File: src/rtl/host_mem_arbiter_pkg.sv
// Shared FSM encoding and index helpers for the host memory arbiter.
package host_mem_arbiter_pkg;

  typedef logic [0:0] arb_state_e;
  localparam arb_state_e ARB  = 1'b0;
  localparam arb_state_e HOLD = 1'b1;

  // Width of a master index; never narrower than one bit.
  function automatic int unsigned id_width(input int unsigned num_masters);
    return (num_masters > 2) ? $clog2(num_masters) : 1;
  endfunction

  function automatic int unsigned rr_next(input int unsigned idx, input int unsigned num_masters);
    return (idx + 1 >= num_masters) ? 0 : idx + 1;
  endfunction

endpackage

File: src/rtl/host_mem_arbiter_id_fifo.sv
// FIFO of master IDs for granted transactions, used to steer in-order responses.
module host_mem_arbiter_id_fifo #(
  parameter int unsigned DEPTH = 4,
  parameter int unsigned ID_W  = 1
) (
  input  logic            clk_i,
  input  logic            rst_ni,
  input  logic            push_i,
  input  logic [ID_W-1:0] push_id_i,
  input  logic            pop_i,
  output logic [ID_W-1:0] head_id_o,
  output logic            full_o,
  output logic            empty_o
);

  localparam int unsigned PTR_W = $clog2(DEPTH);

  logic [ID_W-1:0]  mem_q [DEPTH];
  logic [PTR_W-1:0] wr_ptr_q;
  logic [PTR_W-1:0] rd_ptr_q;
  logic [PTR_W:0]   count_q;
  logic             do_push;
  logic             do_pop;

  assign full_o    = (count_q == (PTR_W + 1)'(DEPTH));
  assign empty_o   = (count_q == '0);
  assign do_push   = push_i && !full_o;
  assign do_pop    = pop_i && !empty_o;
  assign head_id_o = mem_q[rd_ptr_q];

  always_ff @(posedge clk_i) begin
    if (do_push) begin
      mem_q[wr_ptr_q] <= push_id_i;
    end
  end

  // Pointers wrap naturally because DEPTH is a power of two.
  always_ff @(posedge clk_i or negedge rst_ni) begin
    if (!rst_ni) begin
      wr_ptr_q <= '0;
      rd_ptr_q <= '0;
      count_q  <= '0;
    end else begin
      if (do_push) begin
        wr_ptr_q <= wr_ptr_q + 1'b1;
      end
      if (do_pop) begin
        rd_ptr_q <= rd_ptr_q + 1'b1;
      end
      case ({do_push, do_pop})
        2'b10:   count_q <= count_q + 1'b1;
        2'b01:   count_q <= count_q - 1'b1;
        default: count_q <= count_q;
      endcase
    end
  end

endmodule

File: src/rtl/host_mem_arbiter.sv
// Round-robin arbiter sharing one OBI host memory port between several OBI masters.
module host_mem_arbiter
  import host_mem_arbiter_pkg::*;
#(
  parameter int unsigned NUM_MASTERS     = 2,
  parameter int unsigned MAX_OUTSTANDING = 4,
  parameter int unsigned ADDR_WIDTH      = 32,
  parameter int unsigned DATA_WIDTH      = 32
) (
  input  logic                              clk_i,
  input  logic                              rst_ni,
  input  logic [NUM_MASTERS-1:0]            m_req_i,
  input  logic [NUM_MASTERS-1:0]            m_we_i,
  input  logic [NUM_MASTERS*DATA_WIDTH/8-1:0] m_be_i,
  input  logic [NUM_MASTERS*ADDR_WIDTH-1:0] m_addr_i,
  input  logic [NUM_MASTERS*DATA_WIDTH-1:0] m_wdata_i,
  output logic [NUM_MASTERS-1:0]            m_gnt_o,
  output logic [NUM_MASTERS-1:0]            m_rvalid_o,
  output logic [NUM_MASTERS*DATA_WIDTH-1:0] m_rdata_o,
  output logic                              s_req_o,
  output logic                              s_we_o,
  output logic [DATA_WIDTH/8-1:0]           s_be_o,
  output logic [ADDR_WIDTH-1:0]             s_addr_o,
  output logic [DATA_WIDTH-1:0]             s_wdata_o,
  input  logic                              s_gnt_i,
  input  logic                              s_rvalid_i,
  input  logic [DATA_WIDTH-1:0]             s_rdata_i,
  output logic                              err_o
);

  localparam int unsigned BE_W = DATA_WIDTH / 8;
  localparam int unsigned ID_W = id_width(NUM_MASTERS);

  arb_state_e      state_q, state_d;
  logic [ID_W-1:0] ptr_q, ptr_d;
  logic [ID_W-1:0] hold_sel_q, hold_sel_d;
  logic [ID_W-1:0] arb_sel, rr_idx, cur_sel, head_id;
  logic            arb_found;
  logic            s_req;
  logic            grant;
  logic            rsp_pop;
  logic            fifo_full, fifo_empty;
  logic            err_q;
  logic [DATA_WIDTH-1:0] rdata;

  logic [BE_W-1:0]       be_arr    [NUM_MASTERS];
  logic [ADDR_WIDTH-1:0] addr_arr  [NUM_MASTERS];
  logic [DATA_WIDTH-1:0] wdata_arr [NUM_MASTERS];

  for (genvar g = 0; g < NUM_MASTERS; g++) begin : g_unpack
    assign be_arr[g]    = m_be_i[g*BE_W +: BE_W];
    assign addr_arr[g]  = m_addr_i[g*ADDR_WIDTH +: ADDR_WIDTH];
    assign wdata_arr[g] = m_wdata_i[g*DATA_WIDTH +: DATA_WIDTH];
  end

  // First requester at or after the priority pointer, wrapping around.
  always_comb begin
    arb_found = 1'b0;
    arb_sel   = '0;
    rr_idx    = '0;
    for (int unsigned i = 0; i < NUM_MASTERS; i++) begin
      rr_idx = ID_W'((32'(ptr_q) + i) % NUM_MASTERS);
      if (!arb_found && m_req_i[rr_idx]) begin
        arb_found = 1'b1;
        arb_sel   = rr_idx;
      end
    end
  end

  // Once a request is presented without a grant, the slave sees only that master.
  always_comb begin
    cur_sel = arb_sel;
    s_req   = 1'b0;
    if (state_q == HOLD) begin
      cur_sel = hold_sel_q;
      s_req   = m_req_i[hold_sel_q];
    end else begin
      s_req = arb_found && !fifo_full;
    end
    s_req = s_req && rst_ni;
  end

  assign grant     = s_req && s_gnt_i;
  assign s_req_o   = s_req;
  assign s_we_o    = s_req && m_we_i[cur_sel];
  assign s_be_o    = s_req ? be_arr[cur_sel]    : '0;
  assign s_addr_o  = s_req ? addr_arr[cur_sel]  : '0;
  assign s_wdata_o = s_req ? wdata_arr[cur_sel] : '0;

  always_comb begin
    m_gnt_o          = '0;
    m_gnt_o[cur_sel] = grant;
  end

  assign rsp_pop = s_rvalid_i && !fifo_empty;
  assign rdata   = rsp_pop ? s_rdata_i : {DATA_WIDTH{1'b0}};

  always_comb begin
    m_rvalid_o          = '0;
    m_rvalid_o[head_id] = rsp_pop;
  end

  assign m_rdata_o = {NUM_MASTERS{rdata}};
  assign err_o     = err_q;

  always_comb begin
    state_d    = state_q;
    ptr_d      = ptr_q;
    hold_sel_d = hold_sel_q;
    if (grant) begin
      state_d = ARB;
      ptr_d   = ID_W'(rr_next(32'(cur_sel), NUM_MASTERS));
    end else if (state_q == HOLD) begin
      if (!s_req) begin
        state_d = ARB;
      end
    end else if (s_req) begin
      state_d    = HOLD;
      hold_sel_d = arb_sel;
    end
  end

  always_ff @(posedge clk_i or negedge rst_ni) begin
    if (!rst_ni) begin
      state_q    <= ARB;
      ptr_q      <= '0;
      hold_sel_q <= '0;
      err_q      <= 1'b0;
    end else begin
      state_q    <= state_d;
      ptr_q      <= ptr_d;
      hold_sel_q <= hold_sel_d;
      err_q      <= err_q | (s_rvalid_i && fifo_empty);
    end
  end

  host_mem_arbiter_id_fifo #(
    .DEPTH (MAX_OUTSTANDING),
    .ID_W  (ID_W)
  ) u_id_fifo (
    .clk_i     (clk_i),
    .rst_ni    (rst_ni),
    .push_i    (grant),
    .push_id_i (cur_sel),
    .pop_i     (rsp_pop),
    .head_id_o (head_id),
    .full_o    (fifo_full),
    .empty_o   (fifo_empty)
  );

endmodule

File: config.mk
export PLATFORM = sky130hd
export DESIGN_NAME = host_mem_arbiter
export DESIGN_NICKNAME = d
export VERILOG_FILES = /design/src/rtl/host_mem_arbiter_pkg.sv /design/src/rtl/host_mem_arbiter_id_fifo.sv /design/src/rtl/host_mem_arbiter.sv
export SDC_FILE = /design/constraint.sdc
export NUM_CORES = 1
export LEC_CHECK = 0
export CAP_MARGIN = 30
export CORE_AREA = 2 2 123 125
export DETAILED_ROUTE_END_ITERATION = 10
export DIE_AREA = 0 0 125 127
export MAX_ROUTING_LAYER = met4
export SYNTH_ARGS = -nofsm -noshare
export SYNTH_HDL_FRONTEND = slang
export SYNTH_SLANG_ARGS = --single-unit
File: constraint.sdc
create_clock -name clk_i -period 2.5 [get_ports clk_i]
set_input_delay 0.625 -clock clk_i [delete_from_list [all_inputs] [get_ports clk_i]]
set_output_delay 0.625 -clock clk_i [all_outputs]
set_load 0.05 [all_outputs]
==> results by group <==
Timing
  – Final Hold Fails: 0
  – Setup Viol. Count Final: 69
  – Final period utilization: 103%
  – Final WS setup: -0.0828 ns
  – Slew @ Worst Pin: 0.537 ns
  – Min cycle time layout: 2.58 ns
  – Hold WS: 0.468 ns
  – Clock Skew: 0.00215 ns
  – Slew headroom: 64.1%
  – F_max: 387 MHz
  – Unrepaired setup endpoints after global routing: true
  – Max Slew Vio Count: 0

Drt
  – DR iter-0 viols: 45
  – Routed via count: 3882
  – Routed vias/inst: 4.39
  – Routed WL per cell: 17.8 um
  – WL final: 15.8 mm
  – DRT Pass-1 Iters: 4
  – ANT nets after route: 0
  – DRC viols: 0

Placement
  – Gpl congestion: 0.883
  – # port buffers: 314
  – Dpl hpwl: 12.4 mm

Cells and area
  – Most common cell after layout, fill and taps aside: clkdlybuf4s50_1
  – Util after Layout: 61.0%
  – Footprint of the multi-input gates: 2600 um2
  – Antenna Cells: 0
  – Fin nets: 884
  – Most frequent cells in the layout: clkdlybuf4s50_1 (172), buf_12 (152), nand2_1 (87), a21oi_4 (67), nand2_2 (38)
  – Layout cell share with drive strength beyond 1: 55.6%
  – Fill count: 1097
  – Sequential Area: 397 um2
  – Area grow syn2layout: 255%

Logic synthesis
  – Synth Cell Area: 2470 um2
  – Syn_nets: 553
  – Post-synth top area share: 21.7%
  – Cell taking the most area after synthesis: nand2_1
  – Synth unique cells: 39
  – Main area contributors after synthesis: nand2_1 (22%), dfrtp_1 (11%), a21oi_1 (9.9%)
  – Avg Cell Area, Syn: 6.67 um2
  – Sequential share of the synthesized area: 16.0%
  – Syn Inst Count: 371
  – YS warnings: 0
  – Yosys reg bits: 15

Critical path
  – Critical path cell sequence: or3b_4 > or2_4 > nand3_4 > buf_12 > clkbuf_16 > a21oi_4 > buf_12
  – Reg2Reg Setup Slack: 0.27 ns
  – Critical path type: flop to output pin
  – CP peak stage delay: 0.41 ns
  – CP Data Arrival Time: 1.96 ns
  – Worst EP required: 1.88 ns
  – Worst-path fanout max: 6
  – Slowest cell on crit path: or3b_4
  – CP dominant cell by count: buf_12
  – Cell family with most CP delay: simple AND/OR/NAND/NOR gates
  – Element type at the critical path end: output pin
  – Worst path bufs/invs: 3
  – Crit start category: flop

Status
  – Status: complete, but fails checks
  – Failing checks: negative setup slack

GRT
  – First-pass GRT wire length: 22.6 mm
  – Pin count of the biggest net entering global routing: 31
  – Total track usage: 18.4%
  – Grt total ovfl: 0
  – Initial antenna violation count: 0
  – Number of global-route vias before repair: 4193

Floorplanning
  – Boundary Pins: 315
  – Width of the die: 125 um
  – Core area: 14400 um2
  – Initial Utilization: 17.1%
  – DIE AREA: 15900 um2
  – Die height: 127 um
  – Cell row count: 44

Clock tree
  – Clock slew at reported path FFs: 0.05 ns
  – Clock latency on the worst-skew pair: 0.24 ns
  – Htree depth: 1
  – CTS Sinks: 15
  – Cell chosen for the clock root: clkbuf_16
  – Cts bufs inserted: 3
  – CTS tree: yes
  – Hold-fix buffers, CTS: 0
  – Longest Clk Path Bufs: 2

Power and ir drop
  – P per Cell Area: 708 nW/um2
  – Static Leak: 3.52 nW
  – Worst VDD drop: 0.282 mV

Worst hold path
  – HP Class: flop to flop

Flow run
  – Max-cap viol count: 0
area by class of cell:
type | count | share of cell area [%]
repair buffers | 383 | 61.7
multi-input cells | 289 | 29.6
flip-flops and latches | 15 | 4.51
well taps | 184 | 2.62
clock buffers | 4 | 0.897
inverters | 9 | 0.527
repair inverters | 1 | 0.0996
worst paths after layout:
path	startpoint	endpoint	depth (start not counted)
setup / recovery	u_id_fifo.count_q[0]	s_addr_o[6]	7
hold / removal	err_o	err_o	1
setup reg to reg	u_id_fifo.count_q[0]	u_id_fifo.count_q[2]	11
hold reg to reg	err_o	err_o	1
max in group asynchronous	rst_ni	state_q	2
min in group asynchronous	rst_ni	ptr_q	2
routing by layer:
| metal | wire [um] | track usage (%) | vias up |
|---|---|---|---|
| met4 | 322 | 3.92 | 0 |
| li1 | - | - | 1826 |
| met1 | 5270 | 18.4 | 1809 |
| met2 | 9290 | 38.0 | 229 |
| met5 | 0 | - | - |
| met3 | 900 | 1.97 | 18 |
power breakdown:
part           internal (mW)  leakage (nW)  switching [mW]  total (mW)
registers              0.350         0.164          0.0751       0.425
logic                   2.64          3.32            2.86        5.49
clock network          0.215        0.0382          0.0908       0.306
sequential cells by signal, indices dropped and copies added, names as in the netlist:
register and count:
u_id_fifo.mem_q 4, u_id_fifo.count_q 3, u_id_fifo.rd_ptr_q 2, u_id_fifo.wr_ptr_q 2
err_o 1, hold_sel_q 1, ptr_q 1, state_q 1
cell usage after synthesis (all sizes together):
library cell and instances:
fa 1, nand3 1, xor2 3, nor2b 3, nand2b 1, a21o 2
o31ai 3, nor2 3, o41ai 1, or2 1, nor3 4, buf 55
mux2 1, or3b 1, ha 5, o21ai 2, o31a 1, xnor2 3
clkbuf 3, edfxtp 4, a21oi 70, mux4 1, and2 37, mux2i 1
nand2 143, o21a 1, dfrtp 11, inv 9
stage by stage:
stage | power, mW | cell area [um2] | TNS, ns | std cells | setup slack, ns
floorplan | 3.14 | 3210 | -0.0925 | 371 | -0.0925
global placement | 5.23 | 7910 | -33.72 | 851 | -0.534
detailed placement | 5.29 | 7910 | -35.30 | 851 | -0.566
CTS | 6.04 | 8550 | -8.45 | 875 | -0.133
global route | 6.48 | 8790 | -6.94 | 885 | -0.132
finish | 6.22 | 8790 | -3.52 | 885 | -0.0828
worst register-to-register path, cell delays in order (launching register included):
cell,delay [ns]
dfrtp_1,0.37
or3b_4,0.41
buf_4,0.16
nand2_1,0.08
nor3_2,0.05
inv_1,0.07
ha_1,0.16
inv_1,0.06
fa_1,0.37
xor2_1,0.15
nor2_1,0.13
xor2_1,0.15
cells by family after synthesis:
logic type	after synthesis	share of synthesized area, %
and+or+nand+nor	194	35.2
adders and majority gates	6	3.34
xor gates and xnor gates	6	2.12
muxes	3	1.77
AOI/OAI and AO/OA	80	20.3
buffers and inverters	67	21.3
DFF	15	16.0
repair_timing:
item	4_1_cts	5_1_grt
cloned	5	6
gates resized for setup	105	50
endpoints found under the setup margin	138	138
setup buffers	15	6
pin swaps	41	10
(Power assumes the default switching activity.)
